## src/rtl/dragon_head_ctrl_if.sv

```systemverilog
// Signal bundle between the game-state logic and the dragon head controller.
// The master side drives player/sheep information; the slave side (the controller) drives the head.
interface dragon_head_ctrl_if #(
  parameter int COORD_W = 4,
  parameter int LEN_W   = 4
);
  logic [2*COORD_W-1:0] player_location;
  logic [2*COORD_W-1:0] sheep_location;
  logic                 player_hit;
  logic [2*COORD_W-1:0] dragon_head_location;
  logic [1:0]           dragon_head_direction;
  logic [LEN_W-1:0]     dragon_body_length;
  logic [1:0]           dragon_state;
  logic                 move_strobe;
  logic                 sheep_eaten;

  modport master (
    output player_location, sheep_location, player_hit,
    input  dragon_head_location, dragon_head_direction, dragon_body_length,
           dragon_state, move_strobe, sheep_eaten
  );

  modport slave (
    input  player_location, sheep_location, player_hit,
    output dragon_head_location, dragon_head_direction, dragon_body_length,
           dragon_state, move_strobe, sheep_eaten
  );
endinterface

```

## src/rtl/dragon_head_ctrl.sv

```systemverilog
// Dragon head controller: paced grid movement toward a state-dependent target,
// body-length bookkeeping, LFSR-driven retreat corners and scatter tiles, and a terminal DEAD state.
module dragon_head_ctrl #(
  parameter int                    COORD_W       = 4,
  parameter int                    LEN_W         = 4,
  parameter int                    MAX_LEN       = 15,
  parameter int                    INIT_LEN      = 3,
  parameter logic [2*COORD_W-1:0]  START_LOC     = 8'h88,
  parameter int                    MOVE_DIV      = 4,
  parameter int                    SCATTER_STEPS = 16,
  parameter logic [15:0]           LFSR_SEED     = 16'hACE1
) (
  input  logic               frame_clk,
  input  logic               rst,
  dragon_head_ctrl_if.slave  bus
);

  localparam int LOC_W  = 2*COORD_W;
  localparam int DIV_W  = (MOVE_DIV > 1) ? $clog2(MOVE_DIV) : 1;
  localparam int SCAT_W = $clog2(SCATTER_STEPS + 1);

  localparam logic [DIV_W-1:0]  DIV_LAST  = DIV_W'(MOVE_DIV - 1);
  localparam logic [SCAT_W-1:0] SCAT_LAST = SCAT_W'(SCATTER_STEPS - 1);
  localparam logic [LEN_W-1:0]  MAX_LEN_L = LEN_W'(MAX_LEN);
  localparam logic [LEN_W-1:0]  INIT_LEN_L = LEN_W'(INIT_LEN);

  typedef enum logic [1:0] {
    CONTEST = 2'd0,
    RETREAT = 2'd1,
    SCATTER = 2'd2,
    DEAD    = 2'd3
  } state_t;

  typedef enum logic [1:0] {
    DIR_UP    = 2'd0,
    DIR_RIGHT = 2'd1,
    DIR_DOWN  = 2'd2,
    DIR_LEFT  = 2'd3
  } dir_t;

  state_t              state_q, state_d;
  dir_t                dir_q, dir_d;
  logic [LOC_W-1:0]    head_q, head_d;
  logic [LEN_W-1:0]    len_q, len_d;
  logic [DIV_W-1:0]    step_cnt_q, step_cnt_d;
  logic [SCAT_W-1:0]   scat_cnt_q, scat_cnt_d;
  logic [15:0]         lfsr_q, lfsr_d;
  logic [LOC_W-1:0]    corner_q, corner_d;
  logic [LOC_W-1:0]    tile_q, tile_d;
  logic                move_strobe_q, move_strobe_d;
  logic                sheep_eaten_q, sheep_eaten_d;

  logic                tick;
  logic [15:0]         lfsr_next;
  logic [LOC_W-1:0]    corner_pick;
  logic [COORD_W-1:0]  head_x, head_y, tgt_x, tgt_y;
  logic [COORD_W-1:0]  x_inc, x_dec, y_inc, y_dec;
  logic [COORD_W:0]    dist_player, dist_sheep, adx, ady;
  logic [LOC_W-1:0]    target;
  logic                step_valid;
  logic [LOC_W-1:0]    step_loc;
  dir_t                step_dir;

  function automatic logic [COORD_W:0] abs_diff(input logic [COORD_W-1:0] a,
                                                input logic [COORD_W-1:0] b);
    abs_diff = (a >= b) ? {1'b0, a - b} : {1'b0, b - a};
  endfunction

  assign tick      = (step_cnt_q == DIV_LAST);
  assign lfsr_next = {lfsr_q[14:0], lfsr_q[15] ^ lfsr_q[13] ^ lfsr_q[12] ^ lfsr_q[10]};
  // LFSR bit 0 picks the max x edge, bit 1 the max y edge.
  assign corner_pick = {{COORD_W{lfsr_q[0]}}, {COORD_W{lfsr_q[1]}}};

  assign head_x = head_q[LOC_W-1:COORD_W];
  assign head_y = head_q[COORD_W-1:0];
  assign x_inc  = head_x + 1'b1;
  assign x_dec  = head_x - 1'b1;
  assign y_inc  = head_y + 1'b1;
  assign y_dec  = head_y - 1'b1;

  assign dist_player = abs_diff(head_x, bus.player_location[LOC_W-1:COORD_W])
                     + abs_diff(head_y, bus.player_location[COORD_W-1:0]);
  assign dist_sheep  = abs_diff(head_x, bus.sheep_location[LOC_W-1:COORD_W])
                     + abs_diff(head_y, bus.sheep_location[COORD_W-1:0]);

  // A distance tie goes to the sheep.
  always_comb begin
    target = head_q;
    unique case (state_q)
      CONTEST: target = (dist_player < dist_sheep) ? bus.player_location : bus.sheep_location;
      RETREAT: target = corner_q;
      SCATTER: target = tile_q;
      default: target = head_q;
    endcase
  end

  assign tgt_x = target[LOC_W-1:COORD_W];
  assign tgt_y = target[COORD_W-1:0];
  assign adx   = abs_diff(tgt_x, head_x);
  assign ady   = abs_diff(tgt_y, head_y);

  // The x axis wins whenever it is at least as far off as y.
  always_comb begin
    step_valid = 1'b0;
    step_loc   = head_q;
    step_dir   = dir_q;
    if (adx >= ady && adx != '0) begin
      step_valid = 1'b1;
      if (tgt_x > head_x) begin
        step_loc = {x_inc, head_y};
        step_dir = DIR_RIGHT;
      end else begin
        step_loc = {x_dec, head_y};
        step_dir = DIR_LEFT;
      end
    end else if (ady != '0) begin
      step_valid = 1'b1;
      if (tgt_y > head_y) begin
        step_loc = {head_x, y_inc};
        step_dir = DIR_DOWN;
      end else begin
        step_loc = {head_x, y_dec};
        step_dir = DIR_UP;
      end
    end
  end

  always_comb begin
    state_d       = state_q;
    dir_d         = dir_q;
    head_d        = head_q;
    len_d         = len_q;
    step_cnt_d    = step_cnt_q;
    scat_cnt_d    = scat_cnt_q;
    lfsr_d        = lfsr_q;
    corner_d      = corner_q;
    tile_d        = tile_q;
    move_strobe_d = 1'b0;
    sheep_eaten_d = 1'b0;

    if (state_q != DEAD) begin
      lfsr_d     = lfsr_next;
      step_cnt_d = tick ? '0 : step_cnt_q + 1'b1;

      if (tick && step_valid) begin
        head_d        = step_loc;
        dir_d         = step_dir;
        move_strobe_d = 1'b1;
      end

      // Transitions look at the post-move head; a hit overrides a sheep landing.
      if (bus.player_hit && (state_q == CONTEST || state_q == SCATTER)) begin
        if (len_q == '0) begin
          state_d = DEAD;
        end else begin
          len_d    = len_q - 1'b1;
          state_d  = RETREAT;
          corner_d = corner_pick;
        end
      end else if (state_q == CONTEST && tick && head_d == bus.sheep_location) begin
        sheep_eaten_d = 1'b1;
        if (len_q < MAX_LEN_L) len_d = len_q + 1'b1;
        state_d    = SCATTER;
        tile_d     = lfsr_q[LOC_W-1:0];
        scat_cnt_d = '0;
      end else if (state_q == RETREAT && head_d == corner_q) begin
        state_d = CONTEST;
      end else if (state_q == SCATTER) begin
        if (tick) scat_cnt_d = scat_cnt_q + 1'b1;
        if (head_d == tile_q || (tick && scat_cnt_q == SCAT_LAST)) state_d = CONTEST;
      end
    end
  end

  always_ff @(posedge frame_clk) begin
    if (rst) begin
      state_q       <= CONTEST;
      dir_q         <= DIR_RIGHT;
      head_q        <= START_LOC;
      len_q         <= INIT_LEN_L;
      step_cnt_q    <= '0;
      scat_cnt_q    <= '0;
      lfsr_q        <= LFSR_SEED;
      corner_q      <= '0;
      tile_q        <= '0;
      move_strobe_q <= 1'b0;
      sheep_eaten_q <= 1'b0;
    end else begin
      state_q       <= state_d;
      dir_q         <= dir_d;
      head_q        <= head_d;
      len_q         <= len_d;
      step_cnt_q    <= step_cnt_d;
      scat_cnt_q    <= scat_cnt_d;
      lfsr_q        <= lfsr_d;
      corner_q      <= corner_d;
      tile_q        <= tile_d;
      move_strobe_q <= move_strobe_d;
      sheep_eaten_q <= sheep_eaten_d;
    end
  end

  assign bus.dragon_head_location  = head_q;
  assign bus.dragon_head_direction = dir_q;
  assign bus.dragon_body_length    = len_q;
  assign bus.dragon_state          = state_q;
  assign bus.move_strobe           = move_strobe_q;
  assign bus.sheep_eaten           = sheep_eaten_q;

endmodule

```

## src/flat_wrapper.sv

```systemverilog
// flat-port wrapper written by rule: the top's interface ports become plain ports
module dragon_head_ctrl_flat 
#(
  parameter int                    COORD_W       = 4,
  parameter int                    LEN_W         = 4,
  parameter int                    MAX_LEN       = 15,
  parameter int                    INIT_LEN      = 3,
  parameter logic [2*COORD_W-1:0]  START_LOC     = 8'h88,
  parameter int                    MOVE_DIV      = 4,
  parameter int                    SCATTER_STEPS = 16,
  parameter logic [15:0]           LFSR_SEED     = 16'hACE1
)
  (frame_clk, rst, bus_player_location, bus_sheep_location, bus_player_hit, bus_dragon_head_location, bus_dragon_head_direction, bus_dragon_body_length, bus_dragon_state, bus_move_strobe, bus_sheep_eaten);
  dragon_head_ctrl_if #(.COORD_W(COORD_W), .LEN_W(LEN_W)) bus_i ();
  input  logic frame_clk;
  input  logic rst;
  input wire logic [$bits(bus_i.player_location)-1:0] bus_player_location;
  input wire logic [$bits(bus_i.sheep_location)-1:0] bus_sheep_location;
  input wire logic [$bits(bus_i.player_hit)-1:0] bus_player_hit;
  output wire logic [$bits(bus_i.dragon_head_location)-1:0] bus_dragon_head_location;
  output wire logic [$bits(bus_i.dragon_head_direction)-1:0] bus_dragon_head_direction;
  output wire logic [$bits(bus_i.dragon_body_length)-1:0] bus_dragon_body_length;
  output wire logic [$bits(bus_i.dragon_state)-1:0] bus_dragon_state;
  output wire logic [$bits(bus_i.move_strobe)-1:0] bus_move_strobe;
  output wire logic [$bits(bus_i.sheep_eaten)-1:0] bus_sheep_eaten;
  assign bus_i.player_location = bus_player_location;
  assign bus_i.sheep_location = bus_sheep_location;
  assign bus_i.player_hit = bus_player_hit;
  assign bus_dragon_head_location = bus_i.dragon_head_location;
  assign bus_dragon_head_direction = bus_i.dragon_head_direction;
  assign bus_dragon_body_length = bus_i.dragon_body_length;
  assign bus_dragon_state = bus_i.dragon_state;
  assign bus_move_strobe = bus_i.move_strobe;
  assign bus_sheep_eaten = bus_i.sheep_eaten;
  dragon_head_ctrl #(.COORD_W(COORD_W), .LEN_W(LEN_W), .MAX_LEN(MAX_LEN), .INIT_LEN(INIT_LEN), .START_LOC(START_LOC), .MOVE_DIV(MOVE_DIV), .SCATTER_STEPS(SCATTER_STEPS), .LFSR_SEED(LFSR_SEED)) u_core (.frame_clk(frame_clk), .rst(rst), .bus(bus_i));
endmodule
```

## config.mk

```make
export PLATFORM = sky130hd
export DESIGN_NAME = dragon_head_ctrl_flat
export DESIGN_NICKNAME = d
export VERILOG_FILES = /design/src/rtl/dragon_head_ctrl_if.sv /design/src/rtl/dragon_head_ctrl.sv /design/src/flat_wrapper.sv
export SDC_FILE = /design/constraint.sdc
export NUM_CORES = 1
export LEC_CHECK = 0
export CAP_MARGIN = 20
export CORE_AREA = 2 2 105 107
export DETAILED_ROUTE_END_ITERATION = 8
export DIE_AREA = 0 0 107 109
export HOLD_SLACK_MARGIN = 0.12
export MAX_ROUTING_LAYER = met4
export PLACE_DENSITY = 0.66
export SYNTH_ARGS = -nofsm -noshare
export SYNTH_HDL_FRONTEND = slang
export SYNTH_SLANG_ARGS = --single-unit
```

## constraint.sdc

```tcl
create_clock -name frame_clk -period 15.3 [get_ports frame_clk]
set_input_delay 3.06 -clock frame_clk [delete_from_list [all_inputs] [get_ports frame_clk]]
set_output_delay 3.06 -clock frame_clk [all_outputs]
set_load 0.02 [all_outputs]
```

==> reports/results.txt <==
For the starting density of the core, the log shows 48.9%. The mean instance size in the synthesized netlist was 8.66 um2; the combined flip-flop and latch cell area was 1020 um2. The cell depth of the worst flop-to-flop path was 35; the share of synthesized flip-flops with an asynchronous set or reset was 0%. Detailed-route wire length: 12,400 um.

Nature of the critical path endpoint: a flip-flop. Violation count after the first detailed-routing iteration: 236. In this run the biggest area consumer among cell types represents 19.7% of the synthesized area. Leaving out filler cells and counting taps, the final layout contains 766.

Entering global routing, the biggest net connects 41 pins. Across the run, the number of max-cap violations was 0. The tools report the number of pins exceeding their max-slew limit in the final report as 0.

The commonest cells after synthesis are 68 x ha_1, 56 x nand2_1, 55 x a21oi_1. Across all layers, the routed design uses 4,318 vias. Top flip-flop cell by instance count after synthesis: dfxtp_1. The critical setup path kind is primary input to flip-flop. In the final design database the tool counted 730 nets. Of all cell types, the one taking the most synthesized area is dfxtp_1.

In this run the worst hold path is classified as flip-flop to flip-flop. The final hold violation count was 0. Clock tree synthesis selected as its root buffer the cell clkbuf_8. Cells with a size suffix above 1 make up 6.07% of the layout. The run finished with clean final reports.

For this run, the slowest stage of the critical path takes 0.58 ns. In the final routed layout, each cell accounts on average for 16.2 um. The total area inside the core boundary comes to 10,600 um2. The synthesized instance count is 599. Cell type with the highest occurrence count on the critical path: a21oi_1. The run gives 20,500 um as the first-pass GRT wire length. The die covers 11,700 um2. The count of port buffers added during placement was 36. The transition time at the pin with the least slew margin is 0.861 ns. After global routing the overflow that remains totals 0. The final-report setup violation count is 0, and the post-route clock period utilization is 81.5%. After floorplanning, the core was divided into 38 placement rows.

The CTS sink count is 51, and the maximum clock skew at final layout is 0.00463 ns. Buffers inserted during clock tree synthesis total 5. Setup repair after global routing left no endpoint under its margin. The area of combinational cells with multiple inputs is 3880 um2. STA puts the critical path data required time at 15.49 ns.

Global routing consumed, over all layers together, 22.7% of the routing resources. The count of nets left with antenna violations once routing finished came out at 0. The Yosys warning count was 0. In this run the critical register-to-register path is captured at u_core.bus.dragon_body_length[3]. Data on the critical path arrives at its endpoint at 12.65 ns. The area overhead of the layout relative to synthesis is 11.0%.

The run gives 4,131 as the number of global-route vias before repair. From left edge to right edge, the die measures 107 um. Ranked by total cell area, the synthesized netlist is headed by dfxtp_1 20%, ha_1 16%, fa_1 6.6%. The cell count after placement came out at 758. Reg-to-reg critical path startpoint: u_core.bus.dragon_head_location[1]. The net count after synthesis was 703. The clock tree synthesis step divided the H-tree into 2 levels. The most critical setup path has its endpoint at u_core.bus.dragon_body_length[3]. The post-cts repair resize count was 0. TritonCTS built the clock tree. The minimum clock period after layout is 12.47 ns, and the normalized max-slew margin is 42.5%. In this run the deepest clock path goes through 2 buffers. The number of antenna violations at the first check in global routing came out at 0.

After detailed routing, the number of remaining DRC violations is 0. The height of the die works out to 109 um. Buffers added to address setup during post-CTS repair amount to 0. The highest fanout seen on the critical path works out to 12. In this run, distinct cell masters in the synthesized netlist total 61.

Routability-driven placement finished with a final weighted congestion of 0.951. The flip-flop and latch count after synthesis was 51. During I/O placement, the number of pins put on the boundary was 37. The clock transition time at the flip-flop clock pins of the worst setup and hold paths is 0.08 ns, and the diode insertion count for antenna repair is 0. Hold repair after CTS inserted 0 buffers. Yosys instantiated no cell more often than ha_1. Number of inserted filler cells in the final layout: 979. The count of flip-flops with a built-in enable after synthesis was 0.

For the clock latency on the worst-skew pair, the log shows 0.30 ns. Before antenna repair, the detailed router went through 4 iterations. The tools report the minimum setup slack among reg-to-reg paths as 5.09 ns. STA classifies the critical path startpoint as a primary input. The HPWL after detailed placement is 9740 um.

The logs give 0.0802 GHz for the highest attainable clock frequency and 0 ns for the final sum of negative setup slack. The summed instance area of the synthesized netlist is 5190 um2. Tracing the worst setup path back leads to its startpoint at bus_sheep_location[0]. On the critical path, the stage with the largest delay is an instance of clkdlybuf4s50_1.

Sequential cells were found to cover 19.7% of the synthesized design area. In the routed layout, each cell is associated on average with a via count of 5.64.
-- registers in the layout (all words and copies together), names as in the netlist --
register                          flops
u_core.bus.move_strobe                1
u_core.tile_q                         8
u_core.corner_q                       2
u_core.bus.dragon_body_length         4
u_core.bus.dragon_head_direction      2
u_core.bus.dragon_state               2
u_core.bus.sheep_eaten                1
u_core.lfsr_q                        16
u_core.step_cnt_q                     2
u_core.bus.dragon_head_location       8
u_core.scat_cnt_q                     5
-- critical path, delay by kind of cell --
family,cells,cell delay (ns)
compound gates,12,3.13
fa+ha+maj,7,2.21
mux,5,1.67
simple gates,7,1.34
buf+inv,6,1.09
xor+xnor,1,0.16
-- final cells by class --
cell class / instances / share of cell area [%]
clock buffer: 6 / 1.26
inverter: 55 / 3.58
tap: 140 / 3.04
sequential: 51 / 17.7
multi-input combinational: 475 / 67.4
clock inverter: 1 / 0.521
timing repair buffer: 38 / 6.52
-- cells by family (layout without fill, tap and decap cells) --
kind of cell / after synthesis / after routing / share of synthesized area (%)
AND/OR/NAND/NOR: 181 / 181 / 17.5
AO/OA/AOI/OAI: 121 / 121 / 15.0
adder cells (fa/ha/maj): 85 / 85 / 23.0
buffers and inverters: 73 / 100 / 5.52
flip-flops: 51 / 51 / 19.7
XOR/XNOR: 44 / 44 / 8.22
multiplexers: 44 / 44 / 11.1
-- layer usage --
metal,vias to the layer above,GRT usage (%),part of all wire (%)
met5,-,-,0
met4,0,4.08,1.0
met3,10,1.67,3.6
met2,84,38.8,48
met1,2080,30.2,47
li1,2144,-,-
-- placed cells by master (no fill, tap or decap), drive strengths merged, types with 4 or more instances in the layout --
cell type	count
dfxtp	51
nand4	5
xor2	13
nand3	22
nand2b	5
o21ai	6
mux2i	27
and2	5
xnor2	28
a211oi	8
nor3	13
nor2b	8
clkbuf	6
inv	54
ha	68
clkdlybuf4s50	36
mux2	8
nor2	44
mux4	9
a21oi	57
and3	8
o21a	4
fa	17
nand2	56
a21o	24
-- through the flow --
stage | area (um2) | setup WS [ns] | util [%] | hold WS [ns]
finish | 5760 | 2.83 | 54.3 | 0.459
global route | 5760 | 2.27 | 54.3 | 0.477
CTS | 5750 | 2.78 | 54.3 | 0.461
detailed placement | 5650 | 2.47 | 53.3 | 0.448
global placement | 5650 | 2.62 | 53.3 | 0.438
floorplan | 5190 | 4.16 | - | 0.432
-- worst min path at each step --
stage                     slack [ns]           endpoint               from  depth (start not counted)
final                           0.46  u_core.lfsr_q[14]  u_core.lfsr_q[14]                          2
after global routing            0.48   u_core.lfsr_q[8]   u_core.lfsr_q[8]                          2
after CTS                       0.46  u_core.lfsr_q[14]  u_core.lfsr_q[14]                          2
after detailed placement        0.45  u_core.lfsr_q[14]  u_core.lfsr_q[14]                          2
after global placement          0.44  u_core.lfsr_q[14]  u_core.lfsr_q[14]                          2
after floorplan                 0.43   u_core.lfsr_q[9]   u_core.lfsr_q[9]                          2
Power is not shown: default switching activity piles up to over one toggle a cycle in this logic, so the estimate is an artifact.
